==> src/rtl/button_event_decoder_pkg.sv <==
// Shared types for the button event decoder.
// State encoding and default counter width.
package button_event_pkg;

  localparam int CNT_W_DEF = 8;

  typedef enum logic [1:0] {
    ST_ARM     = 2'd0,
    ST_IDLE    = 2'd1,
    ST_PRESSED = 2'd2,
    ST_LONG    = 2'd3
  } state_t;

endpackage

==> src/rtl/button_event_decoder_if.sv <==
// Control/flag bundle between the decoder FSM and a tick counter.
// Master drives clear/enable/term, slave reports terminal count.
interface evt_cnt_if #(
  parameter int W = 8
);
  logic         clear;
  logic         enable;
  logic [W-1:0] term;
  logic         tc;

  modport master (
    output clear,
    output enable,
    output term,
    input  tc
  );

  modport slave (
    input  clear,
    input  enable,
    input  term,
    output tc
  );
endinterface

==> src/rtl/button_event_decoder_evt_tick_counter.sv <==
// Hold/repeat tick counter with clear, enable and terminal flag.
// clear together with enable loads 1 (first counted sample).
module evt_tick_counter
  import button_event_pkg::*;
#(
  parameter int CNT_W = CNT_W_DEF
) (
  input  logic       clk,
  input  logic       rst,
  evt_cnt_if.slave   c
);

  logic [CNT_W-1:0] cnt;

  always_ff @(posedge clk) begin
    if (rst) begin
      cnt <= '0;
    end else if (c.clear) begin
      cnt <= c.enable ? CNT_W'(1) : '0;
    end else if (c.enable) begin
      cnt <= cnt + CNT_W'(1);
    end
  end

  assign c.tc = (cnt == c.term);

endmodule

==> src/rtl/button_event_decoder.sv <==
// Decodes a held button level into press/long/repeat event pulses.
// Auto-repeat is built only with BUTTON_EVENT_REPEAT_EN defined.
module button_event_decoder
  import button_event_pkg::*;
#(
  parameter int LONG_CNT   = 8,
  parameter int REPEAT_CNT = 4,
  parameter int CNT_W      = CNT_W_DEF
) (
  input  logic IPTCLK,
  input  logic IPTRST,
  input  logic IPTBTN,
  output logic OUTPRESS,
  output logic OUTLONG,
  output logic OUTREPEAT,
  output logic OUTHOLD
);

  if (LONG_CNT < 2 || LONG_CNT > (1 << CNT_W) - 1) begin : g_bad_long
    $error("LONG_CNT out of range");
  end
  if (REPEAT_CNT < 2 || REPEAT_CNT > (1 << CNT_W) - 1) begin : g_bad_rep
    $error("REPEAT_CNT out of range");
  end

  state_t state;

  evt_cnt_if #(.W(CNT_W)) h ();

  evt_tick_counter #(.CNT_W(CNT_W)) u_hcnt (
    .clk (IPTCLK),
    .rst (IPTRST),
    .c   (h.slave)
  );

  always_comb begin
    h.clear  = 1'b1;
    h.enable = 1'b0;
    h.term   = CNT_W'(LONG_CNT - 1);
    unique case (state)
      ST_IDLE:    h.enable = IPTBTN;
      ST_PRESSED: begin
        h.clear  = 1'b0;
        h.enable = IPTBTN & ~h.tc;
      end
      default:    h.clear = 1'b1;
    endcase
  end

`ifdef BUTTON_EVENT_REPEAT_EN
  evt_cnt_if #(.W(CNT_W)) r ();

  evt_tick_counter #(.CNT_W(CNT_W)) u_rcnt (
    .clk (IPTCLK),
    .rst (IPTRST),
    .c   (r.slave)
  );

  // Outside a held LONG the repeat count sits at 0, ready for entry.
  always_comb begin
    r.clear  = 1'b1;
    r.enable = 1'b0;
    r.term   = CNT_W'(REPEAT_CNT - 1);
    if (state == ST_LONG && IPTBTN) begin
      r.clear  = r.tc;
      r.enable = ~r.tc;
    end
  end
`else
  assign OUTREPEAT = 1'b0;
`endif

  always_ff @(posedge IPTCLK) begin
    if (IPTRST) begin
      state    <= ST_ARM;
      OUTPRESS <= 1'b0;
      OUTLONG  <= 1'b0;
      OUTHOLD  <= 1'b0;
`ifdef BUTTON_EVENT_REPEAT_EN
      OUTREPEAT <= 1'b0;
`endif
    end else begin
      OUTPRESS <= 1'b0;
      OUTLONG  <= 1'b0;
      OUTHOLD  <= 1'b0;
`ifdef BUTTON_EVENT_REPEAT_EN
      OUTREPEAT <= 1'b0;
`endif
      unique case (state)
        ST_ARM: begin
          if (!IPTBTN) state <= ST_IDLE;
        end
        ST_IDLE: begin
          if (IPTBTN) begin
            state   <= ST_PRESSED;
            OUTHOLD <= 1'b1;
          end
        end
        ST_PRESSED: begin
          if (!IPTBTN) begin
            state    <= ST_IDLE;
            OUTPRESS <= 1'b1;
          end else begin
            OUTHOLD <= 1'b1;
            if (h.tc) begin
              state   <= ST_LONG;
              OUTLONG <= 1'b1;
            end
          end
        end
        ST_LONG: begin
          if (!IPTBTN) begin
            state <= ST_IDLE;
          end else begin
            OUTHOLD <= 1'b1;
`ifdef BUTTON_EVENT_REPEAT_EN
            OUTREPEAT <= r.tc;
`endif
          end
        end
        default: state <= ST_ARM;
      endcase
    end
  end

endmodule

==> config.mk <==
export PLATFORM = sky130hd
export DESIGN_NAME = button_event_decoder
export DESIGN_NICKNAME = d
export VERILOG_FILES = /design/src/rtl/button_event_decoder_pkg.sv /design/src/rtl/button_event_decoder_if.sv /design/src/rtl/button_event_decoder_evt_tick_counter.sv /design/src/rtl/button_event_decoder.sv
export SDC_FILE = /design/constraint.sdc
export NUM_CORES = 1
export LEC_CHECK = 0
export BUFFER_PORTS_ARGS = -buffer_cell sky130_fd_sc_hd__buf_2
export CAP_MARGIN = 20
export CORE_MARGIN = 3
export CORE_UTILIZATION = 45
export DETAILED_ROUTE_END_ITERATION = 12
export PLACE_DENSITY = 0.72
export SLEW_MARGIN = 10
export SYNTH_ARGS = -nofsm -noshare
export SYNTH_HDL_FRONTEND = slang
export SYNTH_SLANG_ARGS = --single-unit
==> constraint.sdc <==
create_clock -name IPTCLK -period 3.1 [get_ports IPTCLK]
set_clock_uncertainty 0.05 [all_clocks]
set_input_delay 0.155 -clock IPTCLK [delete_from_list [all_inputs] [get_ports IPTCLK]]
set_output_delay 0.155 -clock IPTCLK [all_outputs]
set_load 0.01 [all_outputs]
==> results of run 1 <==
## state kept, by name (all words and copies together) (netlist names)
signal,cells
u_hcnt.cnt,8
state,2
OUTHOLD,1
OUTLONG,1
OUTPRESS,1
## layer usage
layer,share of wire,track usage
met1,0.47,0.169
met2,0.45,0.232
met3,0.062,0.0637
met4,0.020,0.0468
met5,0,0
## worst reg2reg max path, delay by kind of cell, from the launching register on
family	cells	cell delay, ps
muxes	1	210
and+or+nand+nor	1	50
AOI/OAI and AO/OA	2	410
adders and majority gates	1	360
buffers and inverters	1	90
DFF	1	370
## cells in the final DEF, fill, tap and decap left out, drive strengths merged
cell type	instances
dfxtp	13
nor2	10
inv	5
xor2	5
buf	5
a21oi	4
nand3	4
ha	4
nand2	4
clkbuf	4
mux2i	3
nor3	3
and3	2
a211oi	2
xnor2	2
nand2b	1
and4bb	1
nor4	1
o211ai	1
nor2b	1
a31oi	1
o21ai	1
o2111a	1
and4	1
nand4	1
a211o	1
conb	1
## kinds of logic (layout without fill, tap and decap cells)
family / Yosys count / after routing / share of synthesized area
buffers and inverters: 8 / 14 / 0.0518
other: 1 / 1 / 0.00554
AO/OA/AOI/OAI: 11 / 11 / 0.109
multiplexers: 3 / 3 / 0.0444
XOR/XNOR: 7 / 7 / 0.0906
AND/OR/NAND/NOR: 29 / 29 / 0.240
adder cells (fa/ha/maj): 4 / 4 / 0.0739
flip-flops: 13 / 13 / 0.384
## final timing paths
path | startpoint | end | slack (ps) | depth (start not counted)
min | IPTRST | state[1]$_SDFFE_PP0P_ | 50 | 2
max reg2reg | state[0]$_SDFFE_PP0P_ | u_hcnt.cnt[1]$_SDFFE_PP0P_ | 1450 | 6
min reg2reg | u_hcnt.cnt[6]$_SDFFE_PP0P_ | u_hcnt.cnt[6]$_SDFFE_PP0P_ | 510 | 2
max | state[0]$_SDFFE_PP0P_ | u_hcnt.cnt[1]$_SDFFE_PP0P_ | 1450 | 6
## where the power goes
group / total, W / switching [W] / internal [W]
combinational: 0.000183 / 0.000113 / 0.0000698
clock: 0.000102 / 0.0000526 / 0.0000498
sequential: 0.000202 / 0.0000159 / 0.000187
total: 0.000487 / 0.000181 / 0.000306
## layout make-up
cell class / instances / share of cell area
Timing Repair Buffer: 5 / 0.0342
Multi-Input combinational cell: 55 / 0.522
Clock buffer: 4 / 0.0360
Tap cell: 15 / 0.0257
Sequential cell: 13 / 0.356
Inverter: 5 / 0.0257
## per-stage QoR
step | hold WS (ps) | utilization | area (um2) | total power (W)
floorplan | 174 | - | 677 | 0.000348
global placement | 333 | 0.522 | 704 | 0.000381
detailed placement | 336 | 0.522 | 704 | 0.000386
CTS | 41.3 | 0.541 | 731 | 0.000491
global route | 50.0 | 0.541 | 731 | 0.000526
finish | 46.2 | 0.541 | 731 | 0.000487
==> flow_summary.json, run 1 <==
{
  "clkLatencyLatePin_ps": 270,
  "insertedDiodeCount": 0,
  "status": "complete, no violations",
  "drive_gt1_frac": 0.171,
  "cp.required_ps": 3210,
  "grt_pass1_wl_mm": 2.08,
  "slew_viol_final": 0,
  "min_path_type": "in2reg",
  "yosys_warnings": 0,
  "pre_cts_ws_ps": 1450,
  "n_fill_cell": 134,
  "cts_buffers": 3,
  "cp_max_fo": 5,
  "dr.pass1.iters": 4,
  "start_kind": "register",
  "nets": 90,
  "cts_resized": 0,
  "crit_buf_inv": 1,
  "viasPerCell": 5.54,
  "max_freq_ghz": 0.605,
  "final.min_clock_period_ps": 1650,
  "holdBufCountCts": 0,
  "rsz0062_at_grt": "false",
  "ant_nets": 0,
  "cp_slowest_stage_delay_ps": 370,
  "numPortBuffers": 5,
  "drc_errors": 0,
  "first_global_vias": 488,
  "worst_path_dominant_cell_family": "compound AO/OA/AOI/OAI gates",
  "wire_per_inst_um": 12.8,
  "clock_path_buffers": 2,
  "gp_congestion": 0.736,
  "io_pins": 7,
  "irDropWorstVdd_mv": 0.369,
  "drt_iter0_drc": 15,
  "power_density_mw_per_mm2": 667,
  "placedCellCount": 93,
  "cts.sinks": 13,
  "cts_tree": "built",
  "hpwl_um": 904,
  "syn_area_um2": 677,
  "ys_top_cells_by_area": "dfxtp_1 (38%), ha_1 (7.4%), xor2_1 (6.5%)",
  "final_hold_viol_count": 0,
  "antenna_found_initial": 0,
  "maxCapViolCount": 0,
  "syn2layout_area_growth_pct": 7.95,
  "finalSetupViolCount": 0,
  "fin_setup_tns_ps": 0,
  "setup_slack_ps": 1450,
  "h-tree-depth": 1,
  "die_y_um": 44.8,
  "ys_async_sr_fraction": 0,
  "ctsRootBufferMaster": "clkbuf_4",
  "netlist.area_leader.share": 0.384,
  "rows": 13,
  "grt-ovfl-total": 0,
  "synth_top_area_cell": "dfxtp_1",
  "grt.total_usage": 0.143,
  "ys.flop_type": "dfxtp_1",
  "yosysMostFrequentCell": "dfxtp_1",
  "slowest_stage": "dfxtp_1",
  "coreArea_mm2": 0.00135,
  "wirelength_mm": 1.24,
  "post_cts_buffers": 0,
  "post_synth_inst_count": 76,
  "num_vias": 537,
  "grt_max_degree": 10,
  "path_clk_slew_ps": 80,
  "syn_area_per_cell_um2": 8.91,
  "crit_arrival_ps": 1760,
  "synth_common_cells": "dfxtp_1 (13), nor2_1 (10), inv_1 (5), xor2_1 (5)",
  "synthDistinctLibCells": 29,
  "regArea_um2": 260,
  "setup.worst_path.class": "reg2reg",
  "leakagePower_nw": 0.292,
  "die-area_mm2": 0.00201,
  "fin_crit_sh": 0.533,
  "cp-end-kind": "register",
  "die_w_um": 44.8,
  "multi_input_area_um2": 382,
  "fin_cells": 97,
  "seq_area_frac_synth": 0.384,
  "synth_edf_count": 0,
  "start_util": 0.501,
  "synth.net_count": 83,
  "ys_ff_latch": 13,
  "cp_cell_sequence": "inv_1, ha_1, o211ai_1, a21oi_1, mux2i_1, nor2_1"
}
(Power assumes the default switching activity.)
==> inputs of run 2 (changes only) <==
==> constraint.sdc (replaced) <==
create_clock -name IPTCLK -period 1.7 [get_ports IPTCLK]
set_clock_uncertainty 0.05 [all_clocks]
set_input_delay 0.085 -clock IPTCLK [delete_from_list [all_inputs] [get_ports IPTCLK]]
set_output_delay 0.085 -clock IPTCLK [all_outputs]
set_load 0.01 [all_outputs]
==> flow_summary.json, run 2 (same netlist as run 1, synthesis figures left out) <==
{
  "syn2layout_area_growth_pct": 17.0,
  "r2r-start": "u_hcnt.cnt[0]$_SDFFE_PP0P_",
  "slew_viol_final": 0,
  "cp.required_ps": 1850,
  "antenna_found_initial": 0,
  "min_path_type": "in2reg",
  "nets": 91,
  "reg_top3": "u_hcnt.cnt (8), state (2)",
  "wire_per_inst_um": 13.2,
  "slowest_stage": "dfxtp_1",
  "fin_util": 0.587,
  "die_y_um": 44.8,
  "r2r_end": "state[1]$_SDFFE_PP0P_",
  "grt_pass1_wl_mm": 2.12,
  "cts.sinks": 13,
  "first_global_vias": 509,
  "wirelength_mm": 1.29,
  "mostFrequentLayoutCell": "dfxtp_1",
  "clock_path_buffers": 2,
  "hpwl_um": 900,
  "fin_crit_sh": 0.942,
  "ant_nets": 0,
  "die-area_mm2": 0.00201,
  "rrSetupSlack_ps": 100,
  "dr.pass1.iters": 4,
  "cp.depth": 5,
  "post_cts_buffers": 0,
  "h-tree-depth": 1,
  "grt.total_usage": 0.147,
  "rows": 13,
  "max_freq_ghz": 0.624,
  "min_to": "OUTPRESS$_SDFF_PP0_",
  "die_w_um": 44.8,
  "drive_gt1_frac": 0.265,
  "largest_register_ffs": 8,
  "ctsRootBufferMaster": "clkbuf_4",
  "hold_start": "IPTBTN",
  "final_hold_viol_count": 0,
  "leakagePower_nw": 0.300,
  "r2r_cells": 5,
  "viasPerCell": 5.62,
  "setup.worst_path.class": "reg2reg",
  "cp_cell_sequence": "ha_1, and4bb_4, nand2_2, a211o_1, a21oi_1",
  "cts_tree": "built",
  "final.min_clock_period_ps": 1600,
  "path_clk_slew_ps": 70,
  "cp_slowest_stage_delay_ps": 390,
  "cp_max_fo": 5,
  "crit_arrival_ps": 1760,
  "maxCapViolCount": 0,
  "cts_buffers": 3,
  "whs_ps": 24.0,
  "mostFrequentLayoutCells": "dfxtp_1 (12), nor2_1 (10), xor2_1 (5), buf_2 (5)",
  "gp_congestion": 0.736,
  "start_util": 0.501,
  "clkLatencyLatePin_ps": 270,
  "num_vias": 551,
  "numPortBuffers": 5,
  "grt_max_degree": 10,
  "io_pins": 7,
  "start_kind": "register",
  "crit_buf_inv": 0,
  "grt-ovfl-total": 0,
  "insertedDiodeCount": 0,
  "power_density_mw_per_mm2": 1260,
  "status": "complete, no violations",
  "worst_path_dominant_cell_family": "compound AO/OA/AOI/OAI gates",
  "coreArea_mm2": 0.00135,
  "hold_depth": 2,
  "top_register": "u_hcnt.cnt",
  "finalSetupViolCount": 0,
  "drt_iter0_drc": 20,
  "cp-end-kind": "register",
  "irDropWorstVdd_mv": 0.939,
  "drc_errors": 0
}
==> run 2: final cells by class <==
cell class              instances  area [um2]
clock buffers                   4        26.3
well taps                      15        18.8
repair buffers                  6        35.0
inverters                       5        18.8
multi-input cells              55         432
flip-flops and latches         13         262
fillers                       132         558
==> run 2: power breakdown <==
part	internal (W)	total [W]	switching, W
clock network	0.0000910	0.000189	0.0000978
registers	0.000343	0.000378	0.0000352
logic	0.000182	0.000429	0.000247
==> run 2: worst max path at each step <==
| stage | startpoint | endpoint | slack [ps] |
|---|---|---|---|
| 3_5_place_dp | state[1]$_SDFFE_PP0P_ | u_hcnt.cnt[1]$_SDFFE_PP0P_ | 50 |
| 2_1_floorplan | state[0]$_SDFFE_PP0P_ | u_hcnt.cnt[1]$_SDFFE_PP0P_ | 220 |
| 3_3_place_gp | state[1]$_SDFFE_PP0P_ | u_hcnt.cnt[1]$_SDFFE_PP0P_ | 110 |
| 6_report | u_hcnt.cnt[0]$_SDFFE_PP0P_ | state[1]$_SDFFE_PP0P_ | 100 |
| 4_1_cts | state[1]$_SDFFE_PP0P_ | u_hcnt.cnt[1]$_SDFFE_PP0P_ | 40 |
| 5_1_grt | u_hcnt.cnt[1]$_SDFFE_PP0P_ | state[1]$_SDFFE_PP0P_ | -20 |
==> run 2: what timing repair did <==
item	4_1_cts	5_1_grt
endpoints found under the hold margin	3	0
gates resized for setup	0	10
endpoints found under the setup margin	0	4
hold buffers	1	0
==> run 2: metal layers <==
metal,vias up,GRT usage,routed length [um]
met4,0,0.0702,31
met3,7,0.0717,82
met1,252,0.166,618
met2,16,0.229,560
met5,-,0,0
li1,276,-,-
==> run 2: stage by stage <==
stage | setup WS [ps] | instances | power [W] | setup TNS (ps) | area [um2]
3_5_place_dp | 53.5 | 93 | 0.000704 | 0 | 704
3_3_place_gp | 112 | 93 | 0.000694 | 0 | 704
4_1_cts | 41.1 | 98 | 0.000904 | 0 | 741
2_1_floorplan | 217 | 76 | 0.000635 | 0 | 677
6_report | 98.4 | 98 | 0.000996 | 0 | 792
5_1_grt | -23.4 | 98 | 0.00107 | -24.4 | 792
